--- src/rtl/ula_pkg.sv ---
// Shared types and the ALU evaluation function for the two-client ALU scheduler.
// alu_eval works at ALU_W bits; callers zero-extend operands and truncate the result.
package ula_pkg;

  localparam int DW_DEF  = 8;
  localparam int OPW_DEF = 3;
  localparam int ALU_W   = 32;

  typedef enum logic [2:0] {
    OP_AND     = 3'b000,
    OP_OR      = 3'b001,
    OP_ADD     = 3'b010,
    OP_ILLEGAL = 3'b011,
    OP_ANDN    = 3'b100,
    OP_ORN     = 3'b101,
    OP_SUB     = 3'b110,
    OP_GTU     = 3'b111
  } opcode_t;

  typedef enum logic [1:0] {
    IDLE,
    EXEC,
    RESP
  } state_t;

  // Returns {err, result}. Truncating the result to the caller's width keeps
  // add/sub wrapping modulo 2^DW and the inverted forms correct.
  function automatic logic [ALU_W:0] alu_eval(input logic [2:0] op,
                                              input logic [ALU_W-1:0] a,
                                              input logic [ALU_W-1:0] b);
    logic [ALU_W-1:0] r;
    logic             err;
    r   = '0;
    err = 1'b0;
    case (opcode_t'(op))
      OP_AND:     r = a & b;
      OP_OR:      r = a | b;
      OP_ADD:     r = a + b;
      OP_ANDN:    r = a & ~b;
      OP_ORN:     r = a | ~b;
      OP_SUB:     r = a - b;
      OP_GTU:     r = {{(ALU_W-1){1'b0}}, (a > b)};
      OP_ILLEGAL: err = 1'b1;
      default:    err = 1'b1;
    endcase
    return {err, r};
  endfunction

endpackage

--- src/rtl/rr_arb2.sv ---
// Two-input round-robin arbiter: on contention the client that did not win last
// is granted; a lone requester always wins. last_grant moves only on accept.
module rr_arb2 (
  input  logic       clk,
  input  logic       rst_n,
  input  logic [1:0] valid,
  input  logic       accept,
  output logic [1:0] grant
);

  logic last_grant;

  // NOTE: every combinational output gets a default first so no path can infer a latch.
  always_comb begin
    grant = valid;
    if (&valid) grant = last_grant ? 2'b01 : 2'b10;
  end

  // NOTE: sequential state uses non-blocking assignments so all flops update together.
  always_ff @(posedge clk or negedge rst_n) begin
    if (!rst_n)      last_grant <= 1'b1;
    else if (accept) last_grant <= grant[1];
  end

endmodule

--- src/rtl/ula_sched.sv ---
// Two-client scheduler sharing one ALU: IDLE accepts a request, EXEC computes,
// RESP holds the tagged result until the consumer takes it.
module ula_sched
  import ula_pkg::*;
#(
  parameter int DW  = DW_DEF,
  parameter int OPW = OPW_DEF
) (
  input  logic           clk,
  input  logic           rst_n,
  input  logic           req0_valid,
  output logic           req0_ready,
  input  logic [OPW-1:0] req0_op,
  input  logic [DW-1:0]  req0_a,
  input  logic [DW-1:0]  req0_b,
  input  logic           req1_valid,
  output logic           req1_ready,
  input  logic [OPW-1:0] req1_op,
  input  logic [DW-1:0]  req1_a,
  input  logic [DW-1:0]  req1_b,
  output logic           rsp_valid,
  input  logic           rsp_ready,
  output logic           rsp_id,
  output logic [DW-1:0]  rsp_data,
  output logic           rsp_err,
  output logic [15:0]    ops_done
);

  state_t         state_q, state_d;
  logic [1:0]     grant;
  logic           idle;
  logic           accept;
  logic [OPW-1:0] op_q;
  logic [DW-1:0]  a_q, b_q;
  logic [DW-1:0]  res_d;
  logic           err_d;

  // Gating with rst_n keeps both ready outputs low while reset is held.
  assign idle       = rst_n && (state_q == IDLE);
  assign req0_ready = idle & grant[0];
  assign req1_ready = idle & grant[1];
  assign accept     = req0_ready | req1_ready;
  assign rsp_valid  = (state_q == RESP);

  rr_arb2 u_arb (
    .clk    (clk),
    .rst_n  (rst_n),
    .valid  ({req1_valid, req0_valid}),
    .accept (accept),
    .grant  (grant)
  );

  always_comb begin
    state_d = state_q;
    case (state_q)
      IDLE:    if (accept) state_d = EXEC;
      EXEC:    state_d = RESP;
      RESP:    if (rsp_ready) state_d = IDLE;
      default: state_d = IDLE;
    endcase
  end

  always_ff @(posedge clk or negedge rst_n) begin
    if (!rst_n) state_q <= IDLE;
    else        state_q <= state_d;
  end

  always_comb begin
    res_d = DW'(alu_eval(3'(op_q), ALU_W'(a_q), ALU_W'(b_q)));
    err_d = 1'(alu_eval(3'(op_q), ALU_W'(a_q), ALU_W'(b_q)) >> ALU_W);
  end

  // NOTE: operand and result registers are reset as well, so a discarded op leaves
  // no stale data visible on rsp_data after reset.
  always_ff @(posedge clk or negedge rst_n) begin
    if (!rst_n) begin
      op_q     <= '0;
      a_q      <= '0;
      b_q      <= '0;
      rsp_id   <= 1'b0;
      rsp_data <= '0;
      rsp_err  <= 1'b0;
      ops_done <= '0;
    end else begin
      if (accept) begin
        op_q   <= grant[1] ? req1_op : req0_op;
        a_q    <= grant[1] ? req1_a  : req0_a;
        b_q    <= grant[1] ? req1_b  : req0_b;
        rsp_id <= grant[1];
      end
      if (state_q == EXEC) begin
        rsp_data <= res_d;
        rsp_err  <= err_d;
      end
      if (rsp_valid && rsp_ready) ops_done <= ops_done + 16'd1;
    end
  end

endmodule

--- config.mk ---
export PLATFORM = sky130hd
export DESIGN_NAME = ula_sched
export DESIGN_NICKNAME = d
export VERILOG_FILES = /design/src/rtl/ula_pkg.sv /design/src/rtl/rr_arb2.sv /design/src/rtl/ula_sched.sv
export SDC_FILE = /design/constraint.sdc
export NUM_CORES = 1
export LEC_CHECK = 0
export ABC_CLOCK_PERIOD_IN_PS = 2700
export CORE_MARGIN = 2
export CORE_UTILIZATION = 35
export DETAILED_ROUTE_END_ITERATION = 7
export HOLD_SLACK_MARGIN = 0.15
export PLACE_DENSITY = 0.59
export SYNTH_ARGS = -nofsm -noshare
export SYNTH_HDL_FRONTEND = slang
export SYNTH_SLANG_ARGS = --single-unit
--- constraint.sdc ---
create_clock -name clk -period 2.7 [get_ports clk]
set_clock_uncertainty 0.15 [all_clocks]
set_input_delay 0.54 -clock clk [delete_from_list [all_inputs] [get_ports clk]]
set_output_delay 0.54 -clock clk [all_outputs]
set_load 0.01 [all_outputs]
==> results.md, run 1 <==
- Of the cells placed in the final design, the portion with a size suffix greater than 1 is 8.08%.
- The reg-to-reg critical path endpoint is rsp_data[4].
- The die footprint is 0.00943 mm2.
- The number of nets produced by synthesis is 385.
- The port buffer count is 71.
- The type of destination of the critical path is an output port.
- For this design the ratio of total power to cell area is 1020 mW/mm2.
- The count of max-cap constraint violations is 0.
- In this run, synthesis inferred 0 flip-flops with an integrated enable.
- The share of the clock period used by the worst path is 95.1%.
- For this run, design rule violations remaining after detail routing come to 0.
- The netlist area before placement is 0.00304 mm2.
- The most frequently used cell type in the post-synthesis netlist is sky130_fd_sc_hd__dfrtp_1.
- The startpoint identified for the worst register-to-register timing path is a_q[0].
- The proportion of synthesized chip area in sequential cells is 39.6%.
- The post-route cell area is 0.00399 mm2.
- The number of antenna violations at the first check in global routing came to 0.
- The final number of hold-violating endpoints came to 0.
- After the first detailed-routing iteration, the DRC count stood at 99.
- The floorplan step set the die height to 97.1 um.
- The mux contribution to synthesized area is 6.64%.
- The arrival time at the worst endpoint is 1.88 ns.
- The leakage power summed over all cells is 0.00174 uW.
- At the pin with the least slew margin, the transition time is 0.613 ns.
- The total routing usage reported by global routing is 15.2%.
- The final-report max-slew violation count is 0.
- IR analysis of the VDD net gives a maximum drop of 0.333 mV.
- Timing would allow up to 389 MHz.
- Pin placement for this block handled 72 I/O pins.
- The via count of the first global-routing pass is 2389.
- The placement row count is 33.
- The core outline area is 0.00830 mm2.
- Entering global routing, the biggest net connects 49 pins.
- The post-cts hold buffer count is 0.
- The clock drives 48 sinks.
- The clock-pin slew on the worst setup and hold paths is 0.09 ns.
- The worst-case register-to-register setup slack is 0.31 ns.
- Compared with the post-synthesis result, the final layout area differs by 31.6%.
- The setup path with the least slack is of type in2out.
- The total power consumption of the routed design is 4060 uW.
- The maximum net fanout on the critical path is 2.
- After Yosys synthesis, XOR and XNOR cells account for 8.66% of the synthesized area.
- The layer carrying the most global-route usage is met2.
- The simple logic cell fraction of the synthesized area is 15.3%.
- The layout net count is 456.
- In this run the clock root is driven by a sky130_fd_sc_hd__clkbuf_8.
- The HPWL after detailed placement is 5.26 mm.
- Synthesis inferred 48 register bits.
- The total routed wirelength is 6.82 mm.
- In the post-synthesis netlist, the biggest area contributors are sky130_fd_sc_hd__dfrtp_1 (39%), sky130_fd_sc_hd__ha_1 (6.6%), sky130_fd_sc_hd__mux2i_1 (6.3%).
- Summing the areas of all fa, ha and maj instances in the mapped netlist gives 10.6% of the synthesized area.
- The global placement routability congestion is 0.850.
- Synthesis produced a netlist whose cell count is 324.
- Setup repair after global routing left no endpoint under its margin.
- The worst hold path belongs to the class in2async.
- Setup violations remaining at the end of the flow were counted as 0.
- The die is 97.1 um wide.
- The count of nets left with antenna violations once routing finished came out at 0.
- The synthesized netlist devotes 13.9% of its cell area to compound gates.
- The wire length per cell after detailed routing is 13.6 um.
- Buffers inserted during clock tree synthesis total 5.
- The clock passes through at most 2 buffers.
- Counting flops with an async set or reset pin after synthesis yields a share of 100%.
- The met3 global-route usage is 2.59%.
- Clock latency on the worst-skew pair, taken at its later pin, is 0.31 ns.
- The average cell area after synthesis is 9.37 um2.
- For met1 alone, demand over resource in global routing was 21.2%.
- Measured against its own limit, the worst slew margin works out to 59.1%.
- The synthesized netlist contains 53 unique library cells.
- After detailed routing, the number of vias per cell comes to 4.88.
- The maximum level of the CTS H-tree is 2.
- For the worst flop-to-flop path, the logic depth is 10.
- The cell type with the largest total area after synthesis is sky130_fd_sc_hd__dfrtp_1.
- The wire length of the first global-routing pass is 11.8 mm.
- Once the floorplan was initialized, standard cells occupied 36.6% of the core.
- Buffers added to address setup during post-CTS repair amount to 0.
- Summed over all layers, the global routing overflow is 0.
- After synthesis, the largest family of logic cells by area is simple AND/OR/NAND/NOR gates.
- The minimum clock period after layout is 2.57 ns.
- Yosys printed 0 warnings.
- The area share of the leading cell type in the synthesized netlist is 38.7%.
- The placed instances occupy a cell area of 0.00386 mm2.
- The endpoint required time on the critical path is 2.01 ns.
- The sort of element at the start of the critical path is an input port.
- For this run, global-route usage on met2 was measured as 24.4%.
- The number of diodes added for antenna fixing is 0.
- For this block, the via count after detailed routing is 2446.
- TritonCTS built the clock tree.
- The final setup TNS is 0 ns.
- The flow ran to the end, and the final reports show no timing, DRC or antenna violations.
- Before antenna repair, the detailed router went through 4 iterations.
- The most used flip-flop cell after synthesis is sky130_fd_sc_hd__dfrtp_1.
- Sorting the synthesized cells by how often they occur yields sky130_fd_sc_hd__dfrtp_1 (47), sky130_fd_sc_hd__nor2_1 (34), sky130_fd_sc_hd__a21oi_1 (26), sky130_fd_sc_hd__nand2_1 (20), sky130_fd_sc_hd__mux2i_1 (19).
## state kept, by name, summed over array words and instances (netlist names)
register          cells
state_q               2
ops_done             16
u_arb.last_grant      1
a_q                   8
op_q                  3
b_q                   8
rsp_err               1
rsp_id                1
rsp_data              8
## power by group
| group | internal [uW] | switching [uW] | leakage (uW) | total [uW] |
|---|---|---|---|---|
| combinational | 1090 | 1170 | 0.00110 | 2250 |
| clock | 303 | 260 | 0.0000614 | 563 |
| sequential | 963 | 281 | 0.000579 | 1240 |
| total | 2360 | 1710 | 0.00174 | 4060 |
## worst max-delay path, stage by stage
cell and delay (ns):
sky130_fd_sc_hd__clkdlybuf4s50_1 0.47, sky130_fd_sc_hd__a21boi_2 0.17, sky130_fd_sc_hd__and2_1 0.16, sky130_fd_sc_hd__clkdlybuf4s50_1 0.54
## cell usage in the layout (no fill, tap or decap), types with 8 or more instances in the layout
cell type                         netlist  final
sky130_fd_sc_hd__nor2_1                34     34
sky130_fd_sc_hd__inv_1                 17     17
sky130_fd_sc_hd__xor2_1                18     18
sky130_fd_sc_hd__o21ai_0                8      8
sky130_fd_sc_hd__nand3_1               13     13
sky130_fd_sc_hd__ha_1                  16     16
sky130_fd_sc_hd__dfrtp_1               47     47
sky130_fd_sc_hd__a21oi_1               26     26
sky130_fd_sc_hd__maj3_1                 8      8
sky130_fd_sc_hd__nand2_1               20     20
sky130_fd_sc_hd__xnor2_1               12     12
sky130_fd_sc_hd__mux2i_1               19     19
sky130_fd_sc_hd__clkdlybuf4s50_1        0     69
sky130_fd_sc_hd__buf_4                  1     10
## repair_timing
action / in CTS / in global routing
resized for setup: 0 / 2
endpoints found under the hold margin: 0 / 0
endpoints found under the setup margin: 0 / 1
## worst max path at each step
| stage | startpoint | end | cells after the start |
|---|---|---|---|
| finish | req1_valid | req1_ready | 4 |
| global route | req1_valid | req1_ready | 4 |
| CTS | state_q[1] | req0_ready | 5 |
| detailed placement | req0_valid | req0_ready | 4 |
| global placement | req0_valid | req0_ready | 4 |
| floorplan | a_q[2] | rsp_data[3] | 8 |
## metrics by stage
stage	cells	setup slack [ns]	utilization (%)	hold WS (ns)
after floorplan	324	0.504	-	0.0944
after global placement	493	0.118	46.6	0.315
after detailed placement	493	0.111	46.6	0.318
after CTS	501	0.0541	48.0	0.258
after global routing	501	0.0569	48.1	0.279
final	501	0.131	48.1	0.207
## metal layers
layer / routed length [um] / share of wire [%] / vias up
li1: - / - / 1261
met1: 3320 / 49 / 1131
met2: 3190 / 47 / 46
met3: 227 / 3.3 / 8
met4: 82 / 1.2 / 0
met5: 0 / 0 / -
## cell type report
cell class | count | area, um2
Inverter | 20 | 75.1
Clock buffer | 6 | 82.6
Tap cell | 105 | 131
Multi-Input combinational cell | 239 | 1680
Fill cell | 811 | 4310
Clock inverter | 2 | 38.8
Timing Repair Buffer | 81 | 783
Sequential cell | 48 | 1200
## logic make-up after synthesis
group	after synthesis
and+or+nand+nor	96
AOI/OAI and AO/OA	67
DFF	48
buffers and inverters	37
xor gates and xnor gates	30
adders and majority gates	26
muxes	20
No activity file was read; power rests on OpenSTA's default activity.
==> inputs of run 2 (changes only) <==
--- a/config.mk
+++ b/config.mk
@@ -6,11 +6,12 @@
 export NUM_CORES = 1
 export LEC_CHECK = 0
 export ABC_CLOCK_PERIOD_IN_PS = 2700
+export CAP_MARGIN = 10
 export CORE_MARGIN = 2
 export CORE_UTILIZATION = 35
 export DETAILED_ROUTE_END_ITERATION = 7
 export HOLD_SLACK_MARGIN = 0.15
-export PLACE_DENSITY = 0.59
+export MAX_ROUTING_LAYER = met4
 export SYNTH_ARGS = -nofsm -noshare
 export SYNTH_HDL_FRONTEND = slang
 export SYNTH_SLANG_ARGS = --single-unit
==> run 2 against run 1 <==
Against the previous run:
- clock power shrank 17%
- core utilization shrank 0.56 points
- final cell count shrank 0.40%
- count of clock-buffer cells in the layout grew 1
- power shrank 2.6%
- final area shrank 1.2%
- setup slack lost 0.034 ns
- non-clock buffer count shrank 2
- die area is the same
- register-to-register slack lost 0.06 ns
==> results.md, run 2 (synthesis results as in run 1) <==
- The number of antenna diodes in the final layout is 0.
- The CTS tree is built.
- The type of destination of the critical path is an output port.
- The power spent charging and discharging nets is 1700 uW.
- Global routing used 15.5% of the available tracks.
- The power per unit of standard cell area is 1000 mW/mm2.
- The clock latency reported for the late side of the worst-skew pair is 0.31 ns.
- Once detailed placement completed, the half-perimeter wirelength came to 5.28 mm.
- TritonCTS created 5 clock buffers.
- The number of antenna violations at the first check in global routing is 0.
- The total power consumption of the routed design is 3960 uW.
- The leakage power summed over all cells is 0.00171 uW.
- From left edge to right edge, the die measures 97.1 um.
- The path type of the worst min-delay path is in2async.
- The wire length per cell after detailed routing is 13.6 um.
- The die footprint is 0.00943 mm2.
- The cell-internal power is 2260 uW.
- The congestion estimate from routability-driven global placement came to 0.819.
- Setup violations remaining at the end of the flow were counted as 0.
- The placement row count is 33.
- The via count of the first global-routing pass is 2381.
- The library cell used most frequently in the layout, excluding fill and tap cells, is sky130_fd_sc_hd__clkdlybuf4s50_1.
- CTS saw 48 sinks.
- In this run the critical register-to-register path is launched from a_q[2].
- Final hold analysis gives a worst-case slack of 0.213 ns.
- Measured against its own limit, the worst slew margin works out to 43.7%.
- Per report_power, the clock group accounts for 11.8% of the total.
- The maximum number of pins on one net before global-route repair is 49.
- Global routing finished with a remaining overflow of 0.
- The setup path with the least slack is of type in2out.
- The core outline area is 0.00830 mm2.
- After clock tree synthesis, the clock-pin slew on the worst setup and hold paths is 0.10 ns.
- The most flop-heavy register is ops_done.
- The maximum clock path buffer count is 2.
- Wires add up to 6.79 mm.
- The port buffer count is 71.
- Once detail routing completed, the nets flagged for antenna violations numbered 0.
- The number of placed instances with taps included is 491.
- The flow ran to the end, and the final reports show no timing, DRC or antenna violations.
- The final setup TNS is 0 ns.
- The sequential share of power is 32.3%.
- After the first detailed-routing iteration, the DRC count stood at 90.
- Setup repair after global routing left no endpoint under its margin.
- The slew of the pin with the lowest slew margin is 0.844 ns.
- In this run the worst path has a maximum fanout of 4.
- The fraction of layout cells with a size suffix above 1 is 7.11%.
- For this configuration, the core starts out at a cell density of 36.6%.
- The register with the most flip-flops in the layout has 16 of them.
- The detailed-routing iteration count for the pre-antenna-repair pass is 4.
- STA puts the critical path data required time at 2.01 ns.
- The maximum level of the CTS H-tree is 2.
- Once layout is complete, the utilization of the core stands at 47.6%.
- The combinational share of power is 55.9%.
- The buffers inserted during post-CTS setup optimization is 0.
- The count of placed standard cells in the final layout, fillers left out is 499.
- The final number of hold-violating endpoints is 0.
- The number of gates resized after cts is 0.
- The final-report max-slew violation count is 0.
- During I/O placement, the number of pins put on the boundary was 72.
- The arrival time at the worst endpoint is 1.91 ns.
- Relative to the synthesized area, the layout overhead comes to 30.0%.
- The worst-case IR drop observed on VDD is 0.361 mV.
- The post-cts hold buffer count is 0.
- Net switching is 42.9% of the power.
- Across the run, the number of max-cap violations was 0.
- The buffer cell driving the clock tree root is sky130_fd_sc_hd__clkbuf_8.
- The layout net count is 454.
- Using the TritonRoute via totals, the vias-per-cell ratio works out to 4.85.
- In the routed design, unresolved DRC markers number 0.
- Derived from the worst setup path, the maximum achievable clock frequency is 384 MHz.
- The worst path needs 2.60 ns of the cycle, external delays included.
- The wire length of the first global-routing pass is 11.7 mm.
- The sort of element at the start of the critical path is an input port.
- The critical path starts at req1_valid.
- The via count is 2420.
- In the layout the commonest cells are sky130_fd_sc_hd__clkdlybuf4s50_1 (69), sky130_fd_sc_hd__dfrtp_1 (47), sky130_fd_sc_hd__nor2_1 (34).
- Dividing the final minimum period by the clock period gives 96.4%.
- The height of the die is 97.1 um.
run 2: cell count changes in the layout (fill, tap and decap cells not counted):
cell | before | now
sky130_fd_sc_hd__nor3b_2 | 1 | 0
sky130_fd_sc_hd__nor3b_1 | 1 | 2
sky130_fd_sc_hd__clkbuf_1 | 0 | 1
sky130_fd_sc_hd__buf_4 | 10 | 8
sky130_fd_sc_hd__bufinv_16 | 1 | 0
run 2: per-stage QoR:
step / worst slack (ns) / cell area (um2)
after floorplan: 0.504 / 3040
after global placement: 0.113 / 3850
after detailed placement: 0.0911 / 3850
after CTS: 0.0564 / 3950
after global routing: 0.0289 / 3950
final: 0.0970 / 3950
run 2: final cells by class:
type / instances / area [um2]
multi-input cells: 239 / 1680
fillers: 813 / 4350
repair buffers: 79 / 768
well taps: 105 / 131
inverters: 20 / 75.1
clock buffers: 7 / 86.3
flip-flops and latches: 48 / 1200
clock inverters: 1 / 8.76
run 2: final timing paths:
kind | to | slack, ns | cells past startpoint
worst max register to register | rsp_data[3] | 0.25 | 7
worst min register to register | ops_done[15] | 0.33 | 1
max in group asynchronous | rsp_data[6] | 1.78 | 2
worst min-delay path | a_q[2] | 0.21 | 2
worst max-delay path | req1_ready | 0.1 | 4
min in group clk | ops_done[15] | 0.33 | 1
run 2: metal layers:
metal,track usage (%),up-vias,wire (um),share of wire (%)
met1,21.0,1097,3450,51
met2,23.5,55,2980,44
met4,5.42,0,97,1.4
li1,-,1260,-,-
met3,2.66,8,263,3.9
met5,-,-,0,0
run 2: worst max-delay path, stage by stage:
cell and delay [ns]:
sky130_fd_sc_hd__clkdlybuf4s50_1 0.51, sky130_fd_sc_hd__a21boi_2 0.18, sky130_fd_sc_hd__and2_1 0.15, sky130_fd_sc_hd__clkdlybuf4s50_1 0.53
run 2: power by group through the flow:
stage | logic [uW] | registers, uW | clock network [uW]
6_report | 2210 | 1280 | 467
5_1_grt | 2470 | 1340 | 512
4_1_cts | 2220 | 1290 | 484
3_5_place_dp | 2210 | 1300 | 0
3_3_place_gp | 2200 | 1290 | 0
2_1_floorplan | 1590 | 1220 | 0
